### src/rtl/mips_mc_control.sv
// Main control FSM for the multi-cycle MIPS datapath: sequences each instruction,
// drives datapath strobes/mux selects and the ALU operation, and counts retirements.
module mips_mc_control #(
    parameter bit USE_MEM_READY = 1'b1,
    parameter int CNT_W         = 32
) (
    input  logic             clk,
    input  logic             reset,
    input  logic [5:0]       opcode,
    input  logic [5:0]       funct,
    input  logic             mem_ready,
    output logic             pc_write,
    output logic             pc_write_cond,
    output logic             iord,
    output logic             mem_read,
    output logic             mem_write,
    output logic             ir_write,
    output logic             mem_to_reg,
    output logic             reg_dst,
    output logic             reg_write,
    output logic             alu_src_a,
    output logic [1:0]       alu_src_b,
    output logic [1:0]       pc_src,
    output logic [3:0]       alu_ctrl,
    output logic [3:0]       state,
    output logic [CNT_W-1:0] instr_count
);
    typedef enum logic [3:0] {
        FETCH  = 4'd0,  DECODE = 4'd1,  MEMADR = 4'd2,  MEMRD  = 4'd3,
        MEMWB  = 4'd4,  MEMWR  = 4'd5,  EXEC   = 4'd6,  ALUWB  = 4'd7,
        BRANCH = 4'd8,  ADDIEX = 4'd9,  ADDIWB = 4'd10, JUMP   = 4'd11
    } state_t;

    localparam logic [5:0] OP_R    = 6'b000000;
    localparam logic [5:0] OP_LW   = 6'b100011;
    localparam logic [5:0] OP_SW   = 6'b101011;
    localparam logic [5:0] OP_BEQ  = 6'b000100;
    localparam logic [5:0] OP_ADDI = 6'b001000;
    localparam logic [5:0] OP_J    = 6'b000010;

    localparam logic [3:0] ALU_ADD = 4'b0010;
    localparam logic [3:0] ALU_SUB = 4'b0110;
    localparam logic [3:0] ALU_AND = 4'b0000;
    localparam logic [3:0] ALU_OR  = 4'b0001;
    localparam logic [3:0] ALU_SLT = 4'b0111;
    localparam logic [3:0] ALU_INV = 4'b1111;

    state_t st;
    logic   mem_ok;

    // With handshaking disabled every memory state completes in one cycle.
    assign mem_ok = USE_MEM_READY ? mem_ready : 1'b1;
    assign state  = st;

    always_ff @(posedge clk) begin
        if (reset) begin
            st          <= FETCH;
            instr_count <= '0;
        end else begin
            case (st)
                FETCH:  if (mem_ok) st <= DECODE;
                DECODE: begin
                    case (opcode)
                        OP_LW, OP_SW: st <= MEMADR;
                        OP_R:         st <= EXEC;
                        OP_BEQ:       st <= BRANCH;
                        OP_ADDI:      st <= ADDIEX;
                        OP_J:         st <= JUMP;
                        default: begin
                            st          <= FETCH;
                            instr_count <= instr_count + CNT_W'(1);
                        end
                    endcase
                end
                // Only lw and sw reach the address state.
                MEMADR: st <= (opcode == OP_SW) ? MEMWR : MEMRD;
                MEMRD:  if (mem_ok) st <= MEMWB;
                MEMWR: begin
                    if (mem_ok) begin
                        st          <= FETCH;
                        instr_count <= instr_count + CNT_W'(1);
                    end
                end
                EXEC:   st <= ALUWB;
                ADDIEX: st <= ADDIWB;
                MEMWB, ALUWB, BRANCH, ADDIWB, JUMP: begin
                    st          <= FETCH;
                    instr_count <= instr_count + CNT_W'(1);
                end
                default: st <= FETCH;
            endcase
        end
    end

    always_comb begin
        pc_write      = 1'b0;
        pc_write_cond = 1'b0;
        iord          = 1'b0;
        mem_read      = 1'b0;
        mem_write     = 1'b0;
        ir_write      = 1'b0;
        mem_to_reg    = 1'b0;
        reg_dst       = 1'b0;
        reg_write     = 1'b0;
        alu_src_a     = 1'b0;
        alu_src_b     = 2'b00;
        pc_src        = 2'b00;
        alu_ctrl      = ALU_ADD;
        if (!reset) begin
            case (st)
                FETCH: begin
                    mem_read  = 1'b1;
                    // PC and IR load only on the cycle the fetch actually completes.
                    ir_write  = mem_ok;
                    pc_write  = mem_ok;
                    alu_src_b = 2'b01;
                end
                DECODE: alu_src_b = 2'b11;
                MEMADR, ADDIEX: begin
                    alu_src_a = 1'b1;
                    alu_src_b = 2'b10;
                end
                MEMRD: begin
                    mem_read = 1'b1;
                    iord     = 1'b1;
                end
                MEMWR: begin
                    mem_write = 1'b1;
                    iord      = 1'b1;
                end
                MEMWB: begin
                    reg_write  = 1'b1;
                    mem_to_reg = 1'b1;
                end
                EXEC: begin
                    alu_src_a = 1'b1;
                    case (funct)
                        6'b100000: alu_ctrl = ALU_ADD;
                        6'b100010: alu_ctrl = ALU_SUB;
                        6'b100100: alu_ctrl = ALU_AND;
                        6'b100101: alu_ctrl = ALU_OR;
                        6'b101010: alu_ctrl = ALU_SLT;
                        default:   alu_ctrl = ALU_INV;
                    endcase
                end
                ALUWB: begin
                    reg_write = 1'b1;
                    reg_dst   = 1'b1;
                end
                ADDIWB: reg_write = 1'b1;
                BRANCH: begin
                    alu_src_a     = 1'b1;
                    alu_ctrl      = ALU_SUB;
                    pc_write_cond = 1'b1;
                    pc_src        = 2'b01;
                end
                JUMP: begin
                    pc_write = 1'b1;
                    pc_src   = 2'b10;
                end
                default: ;
            endcase
        end
    end
endmodule
### config.mk
export PLATFORM = sky130hd
export DESIGN_NAME = mips_mc_control
export DESIGN_NICKNAME = d
export VERILOG_FILES = /design/src/rtl/mips_mc_control.sv
export SDC_FILE = /design/constraint.sdc
export NUM_CORES = 1
export LEC_CHECK = 0
export CAP_MARGIN = 20
export CORE_MARGIN = 2
export CORE_UTILIZATION = 25
export CTS_CLUSTER_SIZE = 40
export DETAILED_ROUTE_END_ITERATION = 16
export PLACE_DENSITY_LB_ADDON = 0.2
export SYNTH_ARGS = -nofsm -noshare
export SYNTH_HDL_FRONTEND = slang
export SYNTH_SLANG_ARGS = --single-unit
### constraint.sdc
create_clock -name clk -period 2.2 [get_ports clk]
set_clock_uncertainty 0.1 [all_clocks]
set_input_delay 0.44 -clock clk [delete_from_list [all_inputs] [get_ports clk]]
set_output_delay 0.44 -clock clk [all_outputs]
set_load 0.01 [all_outputs]
# Word-level counts from Yosys, hierarchy flattened

Cells that the tools add are included.

Bits in registers: 36
Logic and storage cells: 77
Input port bits: 15

Add/subtract/negate cells: 1
Eq/ne operators: 25
Reduce and logical (&&, ||, !) cells: 13
Multiplexer cells: 36

Operator list:

| operator                                       | number |
|---|---|
| case mux 32 bit (3 select lines)               | 1 |
| 2-to-1 mux 32 bit                              | 2 |
| == test 6 bit (second input constant)          | 7 |
| case mux 4 bit (5 select lines)                | 2 |
| adder 32 x 1 -> 32 bit (second input constant) | 1 |
| case mux 4 bit (7 select lines)                | 1 |
| 2-to-1 mux 1 bit                               | 19 |
| == test 4 x 3 -> 1 bit (second input constant) | 4 |
| == test 4 bit (second input constant)          | 4 |
| 2-to-1 mux 4 bit                               | 4 |
| == test 4 x 2 -> 1 bit (second input constant) | 2 |
| inequality test 2 bit (second input constant)  | 4 |
| case mux 4 bit (2 select lines)                | 1 |
| OR reduction 2 bit                             | 4 |
| == test 6 x 2 -> 1 bit (second input constant) | 1 |
| == test 6 x 3 -> 1 bit (second input constant) | 1 |
| == test 6 x 4 -> 1 bit (second input constant) | 1 |
| zero test 6 bit                                | 1 |
| case mux 2 bit (3 select lines)                | 1 |
| AND reduction 3 bit                            | 2 |
| OR reduction 6 bit                             | 1 |
| OR reduction 5 bit                             | 1 |
| == test 4 x 1 -> 1 bit (second input constant) | 1 |
| zero test 4 bit                                | 1 |
| 7 further kinds                                | 8 |

# Longest topological paths before layout

Depth after elaboration: 4
Mapped depth: 7
Mapped depth without buffers: 6

# Worst setup path before layout

No wires, ideal clock.

Kind: register -> output
Start: register st[1] (netlist: state[1])
End: output alu_ctrl[2]
Required time: 1.660 ns
Cell stages (with the launch flop): 5
Arrival: 1.808 ns
Slack: -0.148 ns
Path through: dfxtp_1 buf_2 inv_1 or3_1 a2111oi_0

Longest elaborated chain between the ends: 3
Elaborated cells between the ends (all ways): 4
Those cells by class: eq/ne: 2; mux: 2

RTL lines:

| what                                                           | RTL line | source |
|---|---|---|
| start: declaration                                             | 48       | `state_t st;` |
| start signal: assignment                                       | 76       | `MEMADR: st <= (opcode == OP_SW) ? MEMWR : MEMRD;` |
| == test 4 bit / == test 4 x 3 -> 1 bit (equally long branches) | 110      | `case (st)` |
| case mux 4 bit (2 select lines) (*)                            | 110      |  |
| 2-to-1 mux 4 bit (*)                                           | 109      | `if (!reset) begin` |
| end: declaration                                               | 24       | `output logic [3:0] alu_ctrl,` |

Every way passes the cells marked *; elsewhere a longest branch is shown, timed or not.

# Worst setup path after layout

Start: register st[2] (netlist: state[2])
End: output reg_write

Longest elaborated chain between the ends: 4
Elaborated cells between the ends (all ways): 6
Those cells by class: eq/ne: 3; mux: 2; reduce/logical: 1

RTL lines:

| what                                                           | RTL line | source |
|---|---|---|
| == test 4 bit / == test 4 x 3 -> 1 bit (equally long branches) | 110      |  |
| OR reduction 3 bit (no source line) (*)                        | --       |  |
| 2-to-1 mux 1 bit (*)                                           | 110      |  |
| 2-to-1 mux 1 bit (*)                                           | 109      |  |
| end: declaration                                               | 20       | `output logic reg_write,` |

Marked as above.

==> impl_metrics.yaml <==
logic_synthesis:
  post_synth_num_cell_types: 50
  yosysSeqAreaShare_pct: 30.02
  ys_async_sr_fraction_pct: 0
  netlist_top_cells_area: "dfxtp_1 (30%), or4_1 (7.2%), o31ai_1 (6.6%), a21oi_1 (6.3%), mux2_2 (4.2%)"
  avgSynthCellArea_um2: 7.924
  syn_area_um2: 2401
  synth_cells: 303
  synth-seq-cells: 36
  synth_largest_area_cell: "dfxtp_1"
  synth_top_flop_cell: "dfxtp_1"
  yosysTopAreaCellShare_pct: 30.02
  synth_fp_nets: 319
  synth_warnings: 0
  synth_edf_count: 0
worst_setup_path:
  rrSetupSlack_ns: 0.10
  cp.required_ns: 1.66
  cp-start-kind: "flop"
  r2r_end: "instr_count[6]$_SDFFE_PP0P_"
  crit_arrival_ns: 1.70
  r2r_start: "state[1]$_SDFFE_PP0P_"
  critPathCaptureType: "output port"
  criticalPathCategory: "reg2out"
  worstPathMaxFanout: 4
  r2r_cells: 8
clocking:
  cts_tree: "done"
  htree_levels: 2
  clk_latency_ns: 0.30
  cts_root_buf: "clkbuf_8"
  path_clk_slew_ns: 0.08
  clockBufferDepth: 2
  cts_buffers: 5
  cts_sinks: 36
timing:
  drv_slew: 0
  max_freq_mhz: 446.2
  whs_ns: 0.3895
  finalCritPeriodShare_pct: 101.9
  period_needed_ns: 2.241
  hold_violations: 0
  slew_headroom_pct: 65.81
  setup_viol: 1
  setup_slack_ns: -0.04140
  worstMarginPinSlew_ns: 0.5000
  rsz0062_at_grt: "yes"
place:
  place_hpwl_um: 5391
  dp_slack_ns: -0.4645
  port_buffers: 68
  gp_congestion: 0.8251
power:
  netSwitchingFraction_pct: 25.39
  p_clk_share_pct: 39.9
  p_int_mw: 1.123
  ir_drop_mv: 0.2028
  seq_power_share_pct: 43.7
  p_comb_share_pct: 16.5
  p_leak_nw: 1.485
  p_sw_mw: 0.3820
  pwr_density_cell_nw_per_um2: 373.9
detailed_routing:
  drt_first_pass_iters: 4
  post_drt_wl_per_cell_um: 15.50
  viasPerCell: 5.228
  num_vias: 2849
  drt-initial-drc-count: 150
  ant_nets: 0
  drc: 0
  wl_um: 8447
global_route:
  grt_pass1_vias: 2553
  antenna_found_initial: 0
  grt_max_degree: 44
  grt_pass1_wl_um: 12720
  grtUsageTotal_pct: 15.20
  grt_overflow: 0
floorplan:
  initial_core_util_pct: 25.86
  die_area_um2: 10400
  core_area_um2: 9284
  row_count: 35
  io_pins: 69
  die_x_um: 102
  die_h_um: 102
cells_and_area:
  layout.nets: 431
  multiInputGateArea_um2: 1703
  n_antenna_cell: 0
  area_growth_pct: 67.59
  drive_gt1_share_pct: 30.05
  final_core_util_pct: 43.34
  seq_area_um2: 728.2
  fillers: 924
worst_hold_path:
  hold_end: "instr_count[31]$_SDFFE_PP0P_"
  hp-start: "instr_count[31]$_SDFFE_PP0P_"
  holdPathStages: 2
  hp-class: "reg2reg"
outcome:
  violations: "setup timing"
  status: "finished with violations"
flow_run:
  cap_violations: 0
## sequential cells by signal (all words and copies together), names as in the netlist
signal and cells:
state 4, instr_count 32
## synth_stat cells (all sizes together), types with 3 or more instances
| library cell | count |
|---|---|
| nor3 | 7 |
| buf | 9 |
| nand2 | 19 |
| nor4b | 3 |
| o31ai | 21 |
| clkbuf | 17 |
| nor4 | 10 |
| or2 | 5 |
| nand3 | 13 |
| nor2b | 9 |
| a21oi | 30 |
| o21ai | 7 |
| inv | 4 |
| mux2 | 9 |
| and4 | 6 |
| nand4 | 13 |
| nand2b | 5 |
| or4 | 23 |
| nor2 | 22 |
| dfxtp | 36 |
| or3 | 4 |
| and2 | 3 |
| and3 | 3 |
## final cells by class
cell class	instances	area share [%]
Clock buffer	6	1.803
Clock inverter	2	0.8706
Inverter	4	0.3731
Multi-Input combinational cell	237	42.32
Sequential cell	36	18.10
Tap cell	129	4.011
Timing Repair Buffer	131	32.52
## placed cells by master (no fill, tap or decap), types with 4 or more instances in the layout
cell and count:
nor4_4 5, mux2_2 8, and4_1 6, inv_1 4, clkbuf_16 6, or4_1 22, clkbuf_2 4, dlygate4sd2_1 10
buf_2 5, nand2_1 18, or2_2 4, nor2b_1 9, nor2_1 21, a21oi_1 30, o21ai_0 6, clkbuf_8 5
o31ai_1 21, clkdlybuf4s50_1 43, dfxtp_1 32, nand3_1 13, buf_12 4, buf_4 48, nand4_1 11, nor3_1 6
## power by group through the flow
| stage | Combinational, mW | Sequential [mW] | Clock [mW] |
|---|---|---|---|
| final | 0.248 | 0.657 | 0.600 |
| after global routing | 0.263 | 0.657 | 0.637 |
| after CTS | 0.188 | 0.660 | 0.614 |
| after detailed placement | 0.183 | 0.675 | 0 |
| after global placement | 0.181 | 0.675 | 0 |
| after floorplan | 0.0768 | 0.676 | 0 |
## what timing repair did
action / in CTS / in global routing
cloned: 2 / 6
buffers inserted: 0 / 3
pin swaps: 3 / 7
hold buffers: 0 / 0
setup endpoints to repair: 40 / 45
gates resized for setup: 54 / 33
## worst max-delay path by stage
stage                       end  depth (start not counted)                   from  slack [ns]
floorplan           alu_ctrl[2]                          4  state[1]$_SDFFE_PP0P_        0.07
global placement    alu_ctrl[2]                          6               funct[4]       -0.46
detailed placement  alu_ctrl[2]                          6               funct[4]       -0.46
CTS                   reg_write                          7  state[2]$_SDFFE_PP0P_       -0.03
global route          reg_write                          7  state[2]$_SDFFE_PP0P_       -0.11
finish                reg_write                          7  state[2]$_SDFFE_PP0P_       -0.04
## per-layer routing
metal / share of wire (%) / vias to the layer above / wire length [um] / GRT usage, %
met4: 1.4 / 0 / 122 / 4.103
met3: 4.5 / 14 / 378 / 3.967
li1: - / 1395 / - / -
met1: 46 / 1380 / 3904 / 20.04
met5: 0 / - / 0 / 0
met2: 48 / 60 / 4043 / 24.70
## stage by stage
step                      setup TNS [ns]  power, mW  instances  area (um^2)
after floorplan                        0     0.7525        303         2407
after detailed placement          -11.80     0.8576        527         3575
final                           -0.04140      1.505        545         4024
after global routing             -0.1397      1.557        545         4024
after global placement            -10.84     0.8557        527         3575
after CTS                       -0.05610      1.462        537         3792
## critical path: stages (launching register included)
cell and delay, ns:
dfxtp_2 0.32, inv_1 0.10, nand2_1 0.09, buf_4 0.15, mux2_2 0.26, o22a_1 0.17
nor2_1 0.09, clkdlybuf4s15_2 0.23
## cells by family after synthesis
group / count (synthesis) / share of synthesized area (%)
and+or+nand+nor: 149 / 38.61
AOI/OAI and AO/OA: 74 / 19.91
DFF: 36 / 30.02
buffers and inverters: 30 / 5.211
muxes: 9 / 4.221
xor gates and xnor gates: 3 / 1.095
adders and majority gates: 2 / 0.9379
Note: power is estimated with default switching activity, not from simulation.
